**src/rtl/sme_rng_bank.sv**
```systemverilog
// Per-lane xorshift32 randomness bank for the SME masked ALU: seed, warm-up, then step per accepted op.
// Optional take counter / reseed request output enabled by SME_RNG_RESEED_REQ_EN.
module sme_rng_bank #(
   parameter int XLEN        = 32,
   parameter int SMAX        = 4,
   parameter int WARM_CYCLES = 16,
   localparam int RMAX       = SMAX + SMAX*(SMAX-1)/2
) (
   input  logic                 g_clk,
   input  logic                 g_reset,
   input  logic                 seed_valid,
   output logic                 seed_ready,
   input  logic [XLEN-1:0]      seed_data,
   input  logic                 reseed,
   input  logic                 rng_take,
`ifdef SME_RNG_RESEED_REQ_EN
   output logic                 reseed_req,
`endif
   output logic                 rng_valid,
   output logic [RMAX*XLEN-1:0] rng
);

   localparam int IDX_W  = (RMAX > 1) ? $clog2(RMAX) : 1;
   localparam int WCNT_W = (WARM_CYCLES > 0) ? $clog2(WARM_CYCLES+1) : 1;

   typedef enum logic [1:0] {SEED, WARM, RUN} state_t;

   state_t            state, state_nxt;
   logic [IDX_W-1:0]  idx, idx_nxt;
   logic [WCNT_W-1:0] wcnt, wcnt_nxt;
   logic              load, step_all;
   logic [XLEN-1:0]   lane [RMAX];

   function automatic logic [XLEN-1:0] xs_step(input logic [XLEN-1:0] x);
      logic [XLEN-1:0] y;
      y = x ^ (x << 13);
      y = y ^ (y >> 17);
      y = y ^ (y << 5);
      return y;
   endfunction

   always_ff @(posedge g_clk or posedge g_reset) begin
      if (g_reset) begin
         state      <= SEED;
         idx        <= '0;
         wcnt       <= '0;
         rng_valid  <= 1'b0;
         seed_ready <= 1'b0;
      end else begin
         state      <= state_nxt;
         idx        <= idx_nxt;
         wcnt       <= wcnt_nxt;
         rng_valid  <= (state_nxt == RUN);
         seed_ready <= (state_nxt == SEED);
      end
   end

   always_comb begin
      state_nxt = state;
      idx_nxt   = idx;
      wcnt_nxt  = wcnt;
      load      = 1'b0;
      step_all  = 1'b0;
      case (state)
         SEED: begin
            // A reseed request while seeding restarts the lane sequence and drops any word offered with it.
            if (reseed) begin
               idx_nxt = '0;
            end else if (seed_valid && seed_ready) begin
               load = 1'b1;
               if (idx == IDX_W'(RMAX-1)) begin
                  idx_nxt = '0;
                  if (WARM_CYCLES == 0) begin
                     state_nxt = RUN;
                  end else begin
                     state_nxt = WARM;
                     wcnt_nxt  = WCNT_W'(WARM_CYCLES);
                  end
               end else begin
                  idx_nxt = idx + IDX_W'(1);
               end
            end
         end
         WARM: begin
            step_all = 1'b1;
            wcnt_nxt = wcnt - WCNT_W'(1);
            if (wcnt == WCNT_W'(1)) state_nxt = RUN;
            if (reseed) begin
               state_nxt = SEED;
               idx_nxt   = '0;
            end
         end
         RUN: begin
            step_all = rng_take;
            if (reseed) begin
               state_nxt = SEED;
               idx_nxt   = '0;
            end
         end
         default: begin
            state_nxt = SEED;
            idx_nxt   = '0;
         end
      endcase
   end

   always_ff @(posedge g_clk or posedge g_reset) begin
      if (g_reset) begin
         for (int i = 0; i < RMAX; i++) lane[i] <= '0;
      end else begin
         for (int i = 0; i < RMAX; i++) begin
            // Zero seed words are replaced with idx+1 so no lane can lock at zero.
            if (load && (idx == IDX_W'(i)))
               lane[i] <= (seed_data == '0) ? XLEN'(i+1) : seed_data;
            else if (step_all)
               lane[i] <= xs_step(lane[i]);
         end
      end
   end

   always_comb begin
      for (int i = 0; i < RMAX; i++) rng[i*XLEN +: XLEN] = lane[i];
   end

`ifdef SME_RNG_RESEED_REQ_EN
   logic [15:0] tcnt;

   function automatic logic [15:0] sat_inc(input logic [15:0] v);
      return (v == 16'hFFFF) ? v : v + 16'd1;
   endfunction

   always_ff @(posedge g_clk or posedge g_reset) begin
      if (g_reset) begin
         tcnt       <= '0;
         reseed_req <= 1'b0;
      end else if ((state_nxt == SEED) && (state != SEED)) begin
         tcnt       <= '0;
         reseed_req <= 1'b0;
      end else if ((state == RUN) && rng_take) begin
         tcnt       <= sat_inc(tcnt);
         reseed_req <= (sat_inc(tcnt) == 16'hFFFF);
      end
   end
`endif

endmodule

```
**config.mk**
```make
export PLATFORM = sky130hd
export DESIGN_NAME = sme_rng_bank
export DESIGN_NICKNAME = d
export VERILOG_FILES = /design/src/rtl/sme_rng_bank.sv
export SDC_FILE = /design/constraint.sdc
export NUM_CORES = 1
export LEC_CHECK = 0
export CAP_MARGIN = 25
export CORE_UTILIZATION = 38
export CTS_CLUSTER_SIZE = 30
export DETAILED_ROUTE_END_ITERATION = 12
export GPL_ROUTABILITY_DRIVEN = 0
export SYNTH_ARGS = -nofsm -noshare
export SYNTH_HDL_FRONTEND = slang
export SYNTH_SLANG_ARGS = --single-unit
export TNS_END_PERCENT = 10
```
**constraint.sdc**
```tcl
create_clock -name g_clk -period 20.5 [get_ports g_clk]
set_input_delay 2.05 -clock g_clk [delete_from_list [all_inputs] [get_ports g_clk]]
set_output_delay 2.05 -clock g_clk [all_outputs]
set_load 0.01 [all_outputs]
```
## After elaboration in Yosys (flattened, before gate mapping)

Index checks and enable logic that the tools add are counted.

- Flip-flop bits (word level): 333
- Bits of input ports: 37

- Add/subtract/negate cells: 2
- Equality and inequality tests: 18
- Multiplexer cells: 50
- Bitwise operators: 30
- Reductions and logical operators: 29

Operator list:

| kind | count |
|---|---|
| $mux W32 | 30 |
| $xor A32 B32 Y32 | 20 |
| $xor A32 B15 Y32 | 10 |
| $logic_not A32 Y1 | 1 |
| $reduce_bool A2 Y1 | 11 |
| $eq A4 B3 Y1 const B | 4 |
| $mux W4 | 4 |
| $mux W5 | 3 |
| $mux W2 | 6 |
| $logic_and A1 B1 Y1 | 11 |
| $pmux W5 S2 | 1 |
| $eq A4 B2 Y1 const B | 2 |
| $eq A4 B4 Y1 const B | 2 |
| $pmux W4 S2 | 1 |
| $ne A2 B2 Y1 const B | 3 |
| $pmux W2 S3 | 1 |
| $eq A5 B1 Y1 const B | 1 |
| $sub A5 B1 Y5 const B | 1 |
| $add A4 B1 Y4 const B | 1 |
| $eq A2 B2 Y1 const B | 2 |
| $eq A4 B1 Y1 const B | 1 |
| $logic_not A2 Y1 | 2 |
| $logic_not A4 Y1 | 1 |
| $reduce_and A4 Y1 | 1 |
| 7 further kinds | 9 |

## Depth between registers and ports, before layout

Gate-level depths: netlist of run 1.

- Depth in word-level cells: 6
- Mapped depth: 11

## Worst setup path before layout of run 1

OpenSTA, ideal clock, no wires.

- Path type: input to register
- From: input reseed
- To: register lane, in the netlist rng[244]
- Library setup time: 123 ps
- Data arrival time: 3,289 ps
- Path slack: 17,088 ps
- Cell stages on the path: 8
- Path through: buf_4 nand2b_4 or3_1 or2_1 buf_2 buf_6 nor2_1 a21oi_1

- Word-level cells in the longest chain between the ends: 4
- Elaborated cells on any way between the ends: 5

Ends and longest elaborated chain:

| item | RTL line | RTL |
|---|---|---|
| from (decl) | 14 | `input logic reseed,` |
| $mux W1 (*) | 67 | `if (reseed) begin` |
| $mux W1 (*) | 64 | `case (state)` |
| $logic_and A1 B1 Y1 (*) | 113 | `if (load && (idx == IDX_W'(i)))` |
| $mux W32 or $reduce_bool A2 Y1 (tied branches) | - |  |
| to (signal, indexed assignment) | 114 | `lane[i] <= (seed_data == '0) ? XLEN'(i+1) : seed_data;` |
| to (signal, indexed assignment) | 116 | `lane[i] <= xs_step(lane[i]);` |
| to (decl) | 32 | `logic [XLEN-1:0] lane [RMAX];` |

Mark *: on every way between the ends. The rest lies on a longest branch, timed or not.
A chain may end at the register's enable or synchronous reset.

## Final worst setup path of run 1

- From: input rng_take
- To: register lane, in the netlist rng[164]

- Word-level cells in the longest chain between the ends: 2

Ends and longest elaborated chain:

| item | RTL line | RTL |
|---|---|---|
| from (decl) | 15 | `input logic rng_take,` |
| $pmux W1 S2 | 64 |  |
| $reduce_bool A2 Y1 (no line) | - |  |

No other way between the ends.

==> results of run 1 <==
-- cell type report --
cell class | count | area, sq um | area share, %
Clock inverter | 13 | 145 | 0.501
Clock buffer | 63 | 1290 | 4.46
Antenna cell | 1 | 2.50 | 0.00863
Inverter | 7 | 33.8 | 0.117
Multi-Input combinational cell | 1900 | 14100 | 48.6
Timing Repair Buffer | 413 | 4110 | 14.2
Sequential cell | 333 | 8330 | 28.8
Tap cell | 773 | 967 | 3.34
-- layer usage --
layer / wire length (um) / global-route usage [%] / vias up
li1: - / - / 8264
met1: 34500 / 35.1 / 8974
met2: 38400 / 42.7 / 575
met3: 5400 / 4.30 / 144
met4: 3270 / 9.83 / 2
met5: 13 / 0 / -
-- power by group through the flow --
| stage | clock [W] | sequential, W | combinational, W |
|---|---|---|---|
| floorplan | 0 | 0.000954 | 0.000714 |
| global placement | 0 | 0.000960 | 0.00107 |
| detailed placement | 0 | 0.000961 | 0.00108 |
| CTS | 0.000798 | 0.000952 | 0.00109 |
| global route | 0.000821 | 0.000968 | 0.00117 |
| finish | 0.000781 | 0.000951 | 0.00108 |
-- tightest hold or removal path: stages (launching register included) --
cell	delay (ns)
dfrtp_1	0.38
nand2_1	0.07
o221ai_1	0.08
-- per-stage QoR --
stage / instances / utilization (%) / instance area, sq um / power [W]
detailed placement: 3421 / 46.1 / 27400 / 0.00204
global placement: 3418 / 46.0 / 27400 / 0.00203
finish: 3503 / 48.7 / 29000 / 0.00282
CTS: 3497 / 48.5 / 28900 / 0.00284
global route: 3503 / 48.7 / 29000 / 0.00296
floorplan: 2383 / - / 23000 / 0.00167
-- flip-flops by register name, indices dropped and copies added (netlist names) --
register,flops
idx,4
rng,320
rng_valid,1
seed_ready,1
state,2
wcnt,5
-- worst paths after layout --
check,startpoint,to,cells past startpoint,slack [ns]
setup / recovery,rng_take,rng[164]$_DFFE_PP0P_,7,16.16
hold / removal,wcnt[1]$_DFFE_PP0P_,wcnt[1]$_DFFE_PP0P_,2,0.58
setup reg to reg,state[1]$_DFF_PP0_,rng[164]$_DFFE_PP0P_,8,17.18
hold reg to reg,wcnt[1]$_DFFE_PP0P_,wcnt[1]$_DFFE_PP0P_,2,0.58
max in group asynchronous,g_reset,rng[70]$_DFFE_PP0P_,3,17.06
min in group asynchronous,g_reset,rng[39]$_DFFE_PP0P_,2,2.02
-- kinds of logic (layout without fill, tap and decap cells) --
group,Yosys count,in the layout,share of synthesized area (%)
xor gates and xnor gates,832,832,39.6
and+or+nand+nor,696,696,12.5
DFF,333,333,36.2
buffers and inverters,150,496,2.81
other,0,1,0
muxes,9,9,0.407
adders and majority gates,6,6,0.326
AOI/OAI and AO/OA,357,357,8.24
-- cells in the final DEF, fill, tap and decap left out, types with 3 or more instances in the layout --
| cell type | n |
|---|---|
| clkdlybuf4s50_1 | 358 |
| xor2_1 | 340 |
| xnor2_1 | 334 |
| dfrtp_1 | 333 |
| nor2_1 | 326 |
| nand2_1 | 267 |
| a21oi_1 | 220 |
| o21ai_0 | 86 |
| xnor3_1 | 85 |
| xor2_2 | 58 |
| buf_4 | 47 |
| clkbuf_16 | 45 |
| nor2_2 | 33 |
| xor3_1 | 15 |
| a22oi_1 | 14 |
| nor3_1 | 13 |
| o21ai_1 | 10 |
| clkbuf_8 | 10 |
| nor4_1 | 9 |
| o21a_1 | 9 |
| clkbuf_1 | 8 |
| clkinv_2 | 8 |
| nand3_1 | 7 |
| nor2b_1 | 7 |
| and3_1 | 6 |
| mux2i_1 | 6 |
| nand2b_1 | 6 |
| inv_1 | 6 |
| o211ai_1 | 6 |
| ha_1 | 6 |
| buf_16 | 4 |
| nand3_2 | 3 |
| mux2_2 | 3 |
| o221ai_1 | 3 |
| bufinv_16 | 3 |
==> run summary, run 1 <==
The run gives 17,658 as the via count of the first global-routing pass. In this run, distinct cell masters in the synthesized netlist total 51. The critical path required time is 20.97 ns, and the number of remaining DRC errors is 0. Sort of element at the end of the critical path: a flop.

The tools report the clock network fraction of total power as 27.7%. Dividing total power by cell area gives a power density of 97.2 nW/um^2. The total area inside the core boundary comes to 59,500 sq um. Setup repair after global routing left no endpoint under its margin.

Summed over all instances, the cell type with the most area after synthesis is dfrtp_1. The total nets after synthesis was 2,426; the global-route wire length before repair was 118 mm. The highest ir drop seen on vdd came out at 0.0699 mV.

Yosys instantiated no cell more often than xor2_1. In this run the tool buffered the top-level ports with 358 buffer cells. The maximum clock rate is 230 MHz. The layout has 5,494 filler cells. In this run the tightest slew margin relative to its limit is 34.0%.

For the post-layout net count, the log shows 2,740. The reported max-cap violation count is 0. The initial antenna violation count was 3. The stage delay of the slowest cell on the critical path is 0.78 ns, and the half-perimeter wire length of the detailed placement result is 52.7 mm. The class of the most critical setup path is in2reg. The post-CTS setup buffer count came out at 0. In this run, the number of DRC markers left after iteration 0 of detailed routing was 1,372.

Sequential cells account for 33.8% of the total power. Of all flip-flops after synthesis, the portion carrying an async set or reset was 100%. Clock-pin slew was measured on the worst setup and hold paths at 0.06 ns. The smallest clock period supported by the final layout is computed as 4.34 ns. The worst setup path is launched from an input port. The netlist area before placement was 23,000 sq um; the final number of setup-violating endpoints was 0. The max-slew violation count was 0; the number of top-level design ports was 359. Dividing the final minimum period by the clock period gives 21.2%. The floorplan die height is 248 um. The internal portion of the total power is 0.00186 W.

Data on the critical path arrives at its endpoint at 4.81 ns. Sequential cell area fraction in the yosys report: 36.2%. The fraction of layout instances using a drive strength above 1 was 8.43%.

Summed over its instances, the top area cell type makes up 36.2% of the synthesized netlist area. In this run the worst hold path is classified as reg2reg. The critical-path cell with the highest stage delay was buf_4.

For the residual antenna-violating net count after detailed routing, the log shows 0. After synthesis, the cell types taking the most area are dfrtp_1 36%, xor2_1 13%, xnor2_1 13%. Maximum root-to-sink buffer count: 3. Across every metal layer, demand over resource in global routing totals 26.3%.

The synthesis warning total was 0. The tools report the hold slack as 0.575 ns. Counting flops and latches in the post-synthesis netlist gives 333. For the worst-skew pair, the clock arrives at the later sink with an insertion delay of 0.56 ns. The fraction of power spent switching nets works out to 33.8%. The commonest cells after synthesis are 340 x xor2_1, 334 x xnor2_1, 333 x dfrtp_1.

The flow ran to the end, and the final reports show no timing, DRC or antenna violations. Traced cell by cell, the critical path runs through clkdlybuf4s50_1 -> a21o_1 -> and2_4 -> buf_4 -> nand2_1 -> xor2_1 -> o21ai_0. Actual slew at the worst max-slew pin: 0.988 ns.

The analysis attributes to cell leakage a power of 12.4 nW. The initial cell density of the core was 38.7%. Summed over all layers, the routed wires come to 81.5 mm. The sum of buffers and inverters on the critical path was 2. The area growth from synthesis to layout is 25.8%. TritonCTS built the clock tree. For the number of instances in the synthesized netlist, the log shows 2,383. Combinational logic is responsible for 38.5% of the overall power. The logs give 0 for the sum of overflow across all layers after global routing and 0.0176 ns for the setup clock skew after layout.

On the critical path the largest part of the delay comes from buffers and inverters. After detailed routing, the average wire length per cell comes to 23.3 um. The floorplan has 89 rows.

In this run the mean area of a mapped cell was 9.67 sq um. The minimum setup slack in the final design came out at 16.16 ns. In this run the horizontal extent of the chip is 248 um. In this run, post-CTS hold repair placed 0 buffers. The number of levels the H-tree was split into is 2, and the final number of hold-violating endpoints is 0. Clock root buffer: clkbuf_16. Clock tree synthesis inserted a total of 42 buffers.

The worst setup slack after placement is 15.52 ns. The pre-antenna-repair detailed-routing pass consisted of 5 iterations. The tree built by TritonCTS fans out to 333 sinks. The routed layout has 17,959 vias. Of all nets on the critical path, the largest fanout is 74. For the final-layout setup total negative slack, the log shows 0 ns.

The largest net degree at the start of global routing is 95, and the number of vias per cell after detailed routing is 5.13. The quantity of gates resized following cts is 0, and the full die area is 61,600 sq um. Summed over all nets, the switching power comes to 0.000952 W. The count of flip-flops with a built-in enable after synthesis was 0. The most used flip-flop cell after synthesis is dfrtp_1.
(Power assumes the default switching activity.)
==> run 2: changes to the inputs <==
Clock period 20.5 ns to 4.4 ns, I/O delays scaled along.
==> run 2 against run 1 <==
- critical path depth rose by 1
- global-route usage down 0.30 points
- sequential power increased to 4.7 times the previous value
- clock power grew to 5.0 times the previous value
- clock skew increased by 0.0028 ns
==> run summary, run 2 (same netlist as run 1, synthesis figures left out) <==
The final number of hold-violating endpoints is 0 (unchanged), and the actual slew at the worst max-slew pin is 1.06 ns (was 0.988 ns). The horizontal die dimension is 248 um (unchanged). The logs give 38.7% (unchanged) for the initial cell density of the core and 330 MHz for the maximum clock rate. Clock root buffer: clkbuf_16 (unchanged).

The most common library cell in the layout ignoring fill and taps is clkdlybuf4s50_1 (unchanged). The number of top-level design ports was 359 (unchanged); the setup clock skew after layout was 0.0204 ns (was 0.0176 ns). The total wire length after detailed routing is 80.6 mm (was 81.5 mm), and the sum of overflow across all layers after global routing is 0 (unchanged). The logs give 3.45 ns (was 4.81 ns) for the arrival time of the worst setup path and 2 (unchanged) for the number of levels the H-tree was split into. For the max-slew headroom at the worst pin, the log shows 29.1% (was 34.0%).

The startpoint of the lowest-slack register-to-register path was state[1]$_DFF_PP0_ (unchanged). The category of cells accounting for the largest share of critical-path delay is simple AND/OR/NAND/NOR gates (was buffers and inverters). The fraction of layout instances using a drive strength above 1 works out to 8.59% (was 8.43%). The flip-flop count of the largest register after layout is 320 (unchanged), and the overall track demand over capacity in global routing is 26.0% (was 26.3%). Top library cells by usage in the layout, fill and taps aside: 358 x clkdlybuf4s50_1, 340 x xor2_1, 334 x xnor2_1 (unchanged). The run gives 1 (was 3) as the initial antenna violation count. The logs give 0.352 mV (was 0.0699 mV) for the highest ir drop seen on vdd and 43 (was 42) for the total clock buffers created by CTS. The final number of setup-violating endpoints was 0 (unchanged); the number of remaining DRC errors was 0 (unchanged). The quantity of gates resized following cts was 0 (unchanged); the area added between synthesis and finish was 26.3% (was 25.8%).

The number of vias per cell after detailed routing is 5.07 (was 5.13), and the multi-input logic area is 14,100 sq um (about the same). For the via count of the first global-routing pass, the log shows 17,448 (was 17,658). The tools report the sort of element at the end of the critical path as a flop (unchanged). TritonCTS built the clock tree. Detail-routed net length per standard cell: 23.0 um (was 23.3 um). The run gives 4.82 ns (was 20.97 ns) as the critical path required time. The largest net degree at the start of global routing was 105 (was 95). The final-layout setup total negative slack came out at 0 ns (unchanged). The maximum root-to-sink buffer count was 3 (unchanged); the post-CTS setup buffer count was 0 (unchanged). For the number of cells after detailed placement, the log shows 3,426 (was 3,421). The full die area came out at 61,600 sq um (unchanged).

The core area is 59,500 sq um (unchanged), and the setup slack on the worst flop-to-flop path is 1.37 ns (was 17.18 ns). The placement-stage cell area is 27,500 sq um (was 27,400 sq um), and the cell leakage power is 12.4 nW (about the same). The stage delay of the slowest cell on the critical path was 0.71 ns (was 0.78 ns); the CTS sink count was 333 (unchanged).

The maximum fanout encountered on the critical timing path works out to 56 (was 74). Chain of cells forming the critical path: inv_1 -> ha_1 -> a21o_1 -> and2_4 -> buf_4 -> nand2_1 -> xor2_1 -> a21oi_1 (was clkdlybuf4s50_1 -> a21o_1 -> and2_4 -> buf_4 -> nand2_1 -> xor2_1 -> o21ai_0). The clock network latency to the later pin of the worst-skew pair was 0.57 ns (was 0.56 ns); the global-route wire length before repair was 117 mm (was 118 mm). The clock transition at the register clock pins on the worst setup and hold paths after CTS was 0.06 ns (about the same). For the post-layout net count, the log shows 2,744 (was 2,740). For the number of optimization iterations in the first detailed-route pass, the log shows 5 (unchanged).

Class of the most critical setup path: reg2reg (was in2reg). Classification of the worst-slack hold path: in2async (was reg2reg). The area used by sequential logic in the layout was 8330 sq um (unchanged). The tools report the site row count as 89 (unchanged). The tools report the half-perimeter wire length of the detailed placement result as 53.0 mm (was 52.7 mm). The total power density per cell area works out to 459 nW/um^2 (was 97.2 nW/um^2). The violation count after the first detailed-routing iteration is 1,415 (was 1,372), and the sum of buffers and inverters on the critical path is 2 (unchanged). The reported max-cap violation count was 0 (unchanged); the total of hold buffers inserted after clock tree synthesis was 0 (unchanged). After layout, the minimum clock period comes to 3.03 ns. The floorplan die height is 248 um (unchanged), and the residual antenna-violating net count after detailed routing is 0 (unchanged). Number of buffers added on ports: 358 (unchanged). The flow ran to the end, and the final reports show no timing, DRC or antenna violations. After layout, the worst path uses 68.9% of the clock period.

The run gives 29,100 sq um (was 29,000 sq um) as the cell area after layout. The post-route non-filler standard cell count was 3,508 (was 3,503). The tools report the antenna diode count as 0 (was 1).

The number of vias after detailed routing was 17,799 (was 17,959). Setup repair after global routing left no endpoint under its margin. The count of fill cells added during filler insertion came out at 5,493 (was 5,494). For the max-slew violation count, the log shows 0 (unchanged). The tools report the category of the worst setup path launch point as a flop (was an input port). The tools report the worst setup path startpoint as state[1]$_DFF_PP0_ (was rng_take). Critical-path cell with the highest stage delay: and2_4 (was buf_4).
-- run 2: cell types whose count changed in the layout (fill, tap and decap cells not counted), moves of 2 or more --
cell       before  now
buf_16          4    1
clkinv_2        8    5
buf_12          2    8
clkbuf_8       10   12
bufinv_16       3    6
-- run 2: cell type report --
cell class,count,area share (%)
timing repair buffer,416,14.2
clock buffer,64,4.45
multi-input combinational,1900,48.4
clock inverter,15,0.855
sequential,333,28.6
inverter,7,0.103
tap,773,3.32
-- run 2: power breakdown --
part / switching [W] / internal [W]
clock network: 0.00148 / 0.00240
registers: 0.000945 / 0.00350
logic: 0.00207 / 0.00298
total: 0.00449 / 0.00887
-- run 2: metal layers --
metal	wire (um)	up-vias	GRT usage, %
li1	-	8278	-
met1	34800	8870	34.7
met2	38600	539	43.0
met3	4820	110	4.50
met4	2350	2	7.73
met5	13	-	0
-- run 2: through the flow --
stage / util [%] / total power (W) / hold WS (ns) / setup WS [ns]
after floorplan: - / 0.00777 / 0.496 / -0.489
after global placement: 46.3 / 0.00946 / 0.522 / 1.10
after detailed placement: 46.3 / 0.00952 / 0.565 / 1.05
after CTS: 48.9 / 0.0135 / 0.375 / 1.41
after global routing: 49.0 / 0.0140 / 0.417 / 1.15
final: 49.0 / 0.0134 / 0.380 / 1.37
-- run 2: path summary, 6_finish.rpt --
check	end	cells after the start
max	rng[281]$_DFFE_PP0P_	8
min	rng[53]$_DFFE_PP0P_	2
max reg2reg	rng[281]$_DFFE_PP0P_	8
min reg2reg	wcnt[1]$_DFFE_PP0P_	2
max in group asynchronous	rng[83]$_DFFE_PP0P_	3
min in group g_clk	wcnt[1]$_DFFE_PP0P_	2
==> run 3: changes to the inputs <==
Clock period 4.4 ns to 2.8 ns, I/O delays scaled along.
==> run 3 against run 2 <==
- worst hold slack worse by 0.32 ns
- non-clock buffer count grew 13
- critical path depth fell by 1
- sequential share of layout area rose by 0.053 points
- sequential power increased by 57%
- global-route usage rose by 0.28 points
- die area unchanged
- utilization down 0.090 points
- design area decreased by 0.18%
- clock skew fell by 0.0024 ns
==> run summary, run 3 (same netlist as run 1, synthesis figures left out) <==
For the overall track demand over capacity in global routing, the log shows 26.3% (was 26.0%). The run gives 2 (unchanged) as the number of levels the H-tree was split into. The site row count is 89 (unchanged). The part of the power in registers came out at 34.0% (was 33.3%).

The clock transition at the register clock pins on the worst setup and hold paths after CTS was 0.06 ns (about the same); the final period demand of the worst path was 2.31 ns (was 3.03 ns). The total of hold buffers inserted after clock tree synthesis was 0 (unchanged); the CTS sink count was 333 (unchanged). The number of vias per cell after detailed routing is 5.09 (was 5.07), and the number of buffers added on ports is 358 (unchanged). The tools report the count of fill cells added during filler insertion as 5,573 (was 5,493). The most common library cell in the layout ignoring fill and taps was clkdlybuf4s50_1 (unchanged).

The maximum root-to-sink buffer count was 3 (unchanged). The initial antenna violation count is 0 (was 1), and the post-route non-filler standard cell count is 3,515 (was 3,508). The sum of overflow across all layers after global routing is 0 (unchanged). The run gives 1,442 (was 1,415) as the violation count after the first detailed-routing iteration.

For the max-slew violation count, the log shows 0 (unchanged). The total clock buffers created by CTS is 41 (was 43). The sort of element at the end of the critical path is a flop (unchanged). The clock root buffer is clkbuf_16 (unchanged). The critical path required time came out at 3.24 ns (was 4.82 ns).

Top library cells by usage in the layout, fill and taps aside: 358 x clkdlybuf4s50_1, 340 x xor2_1, 334 x xnor2_1 (unchanged). The category of the worst setup path launch point is a flop (unchanged). The tools report the final number of hold-violating endpoints as 0 (unchanged). The logs give 0.0180 ns (was 0.0204 ns) for the setup clock skew after layout and 0 (unchanged) for the final number of setup-violating endpoints. The flow ran to the end, and the final reports show no timing, DRC or antenna violations. The number of remaining DRC errors is 0 (unchanged), and the actual slew at the worst max-slew pin is 1.07 ns (was 1.06 ns). Classification of the worst-slack hold path: in2async (unchanged). The logs give 27.2% (was 29.0%) for the clock network fraction of total power and 434 MHz (was 330 MHz) for the maximum clock rate. The run gives 54.3 mm (was 53.0 mm) as the half-perimeter wire length of the detailed placement result. For the residual antenna-violating net count after detailed routing, the log shows 0 (unchanged). For the quantity of gates resized following cts, the log shows 0 (unchanged).

The global-route wire length before repair was 118 mm (was 117 mm). Setup repair after global routing left no endpoint under its margin. The logs give 0.00693 W (was 0.00449 W) for the net load switching power and 6 (was 5) for the number of optimization iterations in the first detailed-route pass.

Clock network latency to the later pin of the worst-skew pair: 0.57 ns (about the same). The cell area after layout was 29,100 sq um (about the same). The total wire length after detailed routing was 81.1 mm (was 80.6 mm). The maximum fanout encountered on the critical timing path is 10 (was 56). The worst setup slack after placement was 0.312 ns (was 1.05 ns). The largest net degree at the start of global routing is 104 (was 105). TritonCTS built the clock tree.

The tools report the post-layout net count as 2,755 (was 2,744). The flip-flop count of the largest register after layout works out to 320 (unchanged). The logs give 38.7% (unchanged) for the initial cell density of the core and 61,600 sq um (unchanged) for the full die area.

The post-CTS setup buffer count came out at 0 (unchanged). The logs give 0.533 mV (was 0.352 mV) for the highest ir drop seen on vdd and 3,442 (was 3,426) for the number of cells after detailed placement. The cell leakage power was 12.4 nW (about the same); the fraction of power spent switching nets was 33.9% (was 33.6%). The total power density per cell area is 705 nW/um^2 (was 459 nW/um^2), and the placement-stage cell area is 27,700 sq um (was 27,500 sq um). The number of vias after detailed routing came out at 17,908 (was 17,799). The combinational share of power is 38.8% (was 37.7%), and the share of the cycle needed by the critical path after routing is 82.4% (was 68.9%). The detail-routed net length per standard cell was 23.1 um (was 23.0 um). The tools report the arrival time of the worst setup path as 2.75 ns (was 3.45 ns). For the minimum setup slack in the final design, the log shows 0.494 ns (was 1.37 ns). Total internal power: 0.0135 W (was 0.00887 W). Class of the most critical setup path: reg2reg (unchanged). The wire length the detailed router placed on met1 was 34.3 mm (was 34.8 mm); the via count of the first global-routing pass was 17,799 (was 17,448). The horizontal die dimension came out at 248 um (unchanged).

Area added between synthesis and finish: 26.1% (was 26.3%). The tools report the antenna diode count as 0 (unchanged). The fraction of layout instances using a drive strength above 1 was 8.64% (was 8.59%); the core area was 59,500 sq um (unchanged). The tools report the met3 layer wire length in the routed design as 5.14 mm (was 4.82 mm).

The floorplan die height works out to 248 um (unchanged). The max-slew headroom at the worst pin was 27.8% (was 29.1%); the wire length on met2 was 39.1 mm (was 38.6 mm). The tools report the number of top-level design ports as 359 (unchanged). The highest metal layer with signal wires is met4 (was met5). Reported max-cap violation count: 0 (unchanged).
run 3: through the flow:
stage	TNS [ns]	hold slack [ns]	util, %	total power (W)
floorplan	-642.23	0.494	-	0.0122
global placement	0	0.519	46.5	0.0149
detailed placement	0	0.531	46.5	0.0150
CTS	0	0.0371	48.9	0.0207
global route	0	0.0583	48.9	0.0215
finish	0	0.0631	48.9	0.0205
run 3: area by class of cell:
type                            instances  area (sq um)  share of cell area, %
Sequential cell                       333          8330                   28.7
Clock inverter                         10           159                  0.547
Tap cell                              773           967                   3.33
Inverter                                7          30.0                  0.103
Timing Repair Buffer                  429          4250                   14.6
Multi-Input combinational cell       1900         14100                   48.5
Clock buffer                           63          1220                   4.20
run 3: critical path, cell delays in order, from the launching register on:
cell	delay (ns)
dfrtp_1	0.42
inv_1	0.10
ha_1	0.34
and4b_1	0.42
and3b_1	0.47
nor2_1	0.15
a22oi_1	0.17
o21ai_0	0.12
run 3: final timing paths:
kind	end	startpoint	slack, ns	depth (start not counted)
hold / removal	rng[52]$_DFFE_PP0P_	g_reset	0.06	2
setup reg to reg	rng[237]$_DFFE_PP0P_	state[0]$_DFF_PP0_	0.49	7
hold reg to reg	wcnt[1]$_DFFE_PP0P_	wcnt[1]$_DFFE_PP0P_	0.54	2
setup / recovery	rng[237]$_DFFE_PP0P_	state[0]$_DFF_PP0_	0.49	7
max in group asynchronous	rng[110]$_DFFE_PP0P_	g_reset	1.81	3
min in group g_clk	wcnt[1]$_DFFE_PP0P_	wcnt[1]$_DFFE_PP0P_	0.54	2
run 3: metal layers:
| layer | track usage [%] | up-vias |
|---|---|---|
| met5 | 0 | - |
| met4 | 8.68 | 0 |
| met3 | 4.33 | 96 |
| met2 | 43.5 | 556 |
| met1 | 34.8 | 8966 |
| li1 | - | 8290 |
run 3: power by group through the flow:
stage | registers, W | clock network [W] | logic [W]
CTS | 0.00698 | 0.00568 | 0.00800
global placement | 0.00703 | 0 | 0.00784
detailed placement | 0.00704 | 0 | 0.00794
finish | 0.00697 | 0.00556 | 0.00794
floorplan | 0.00698 | 0 | 0.00523
global route | 0.00709 | 0.00585 | 0.00859
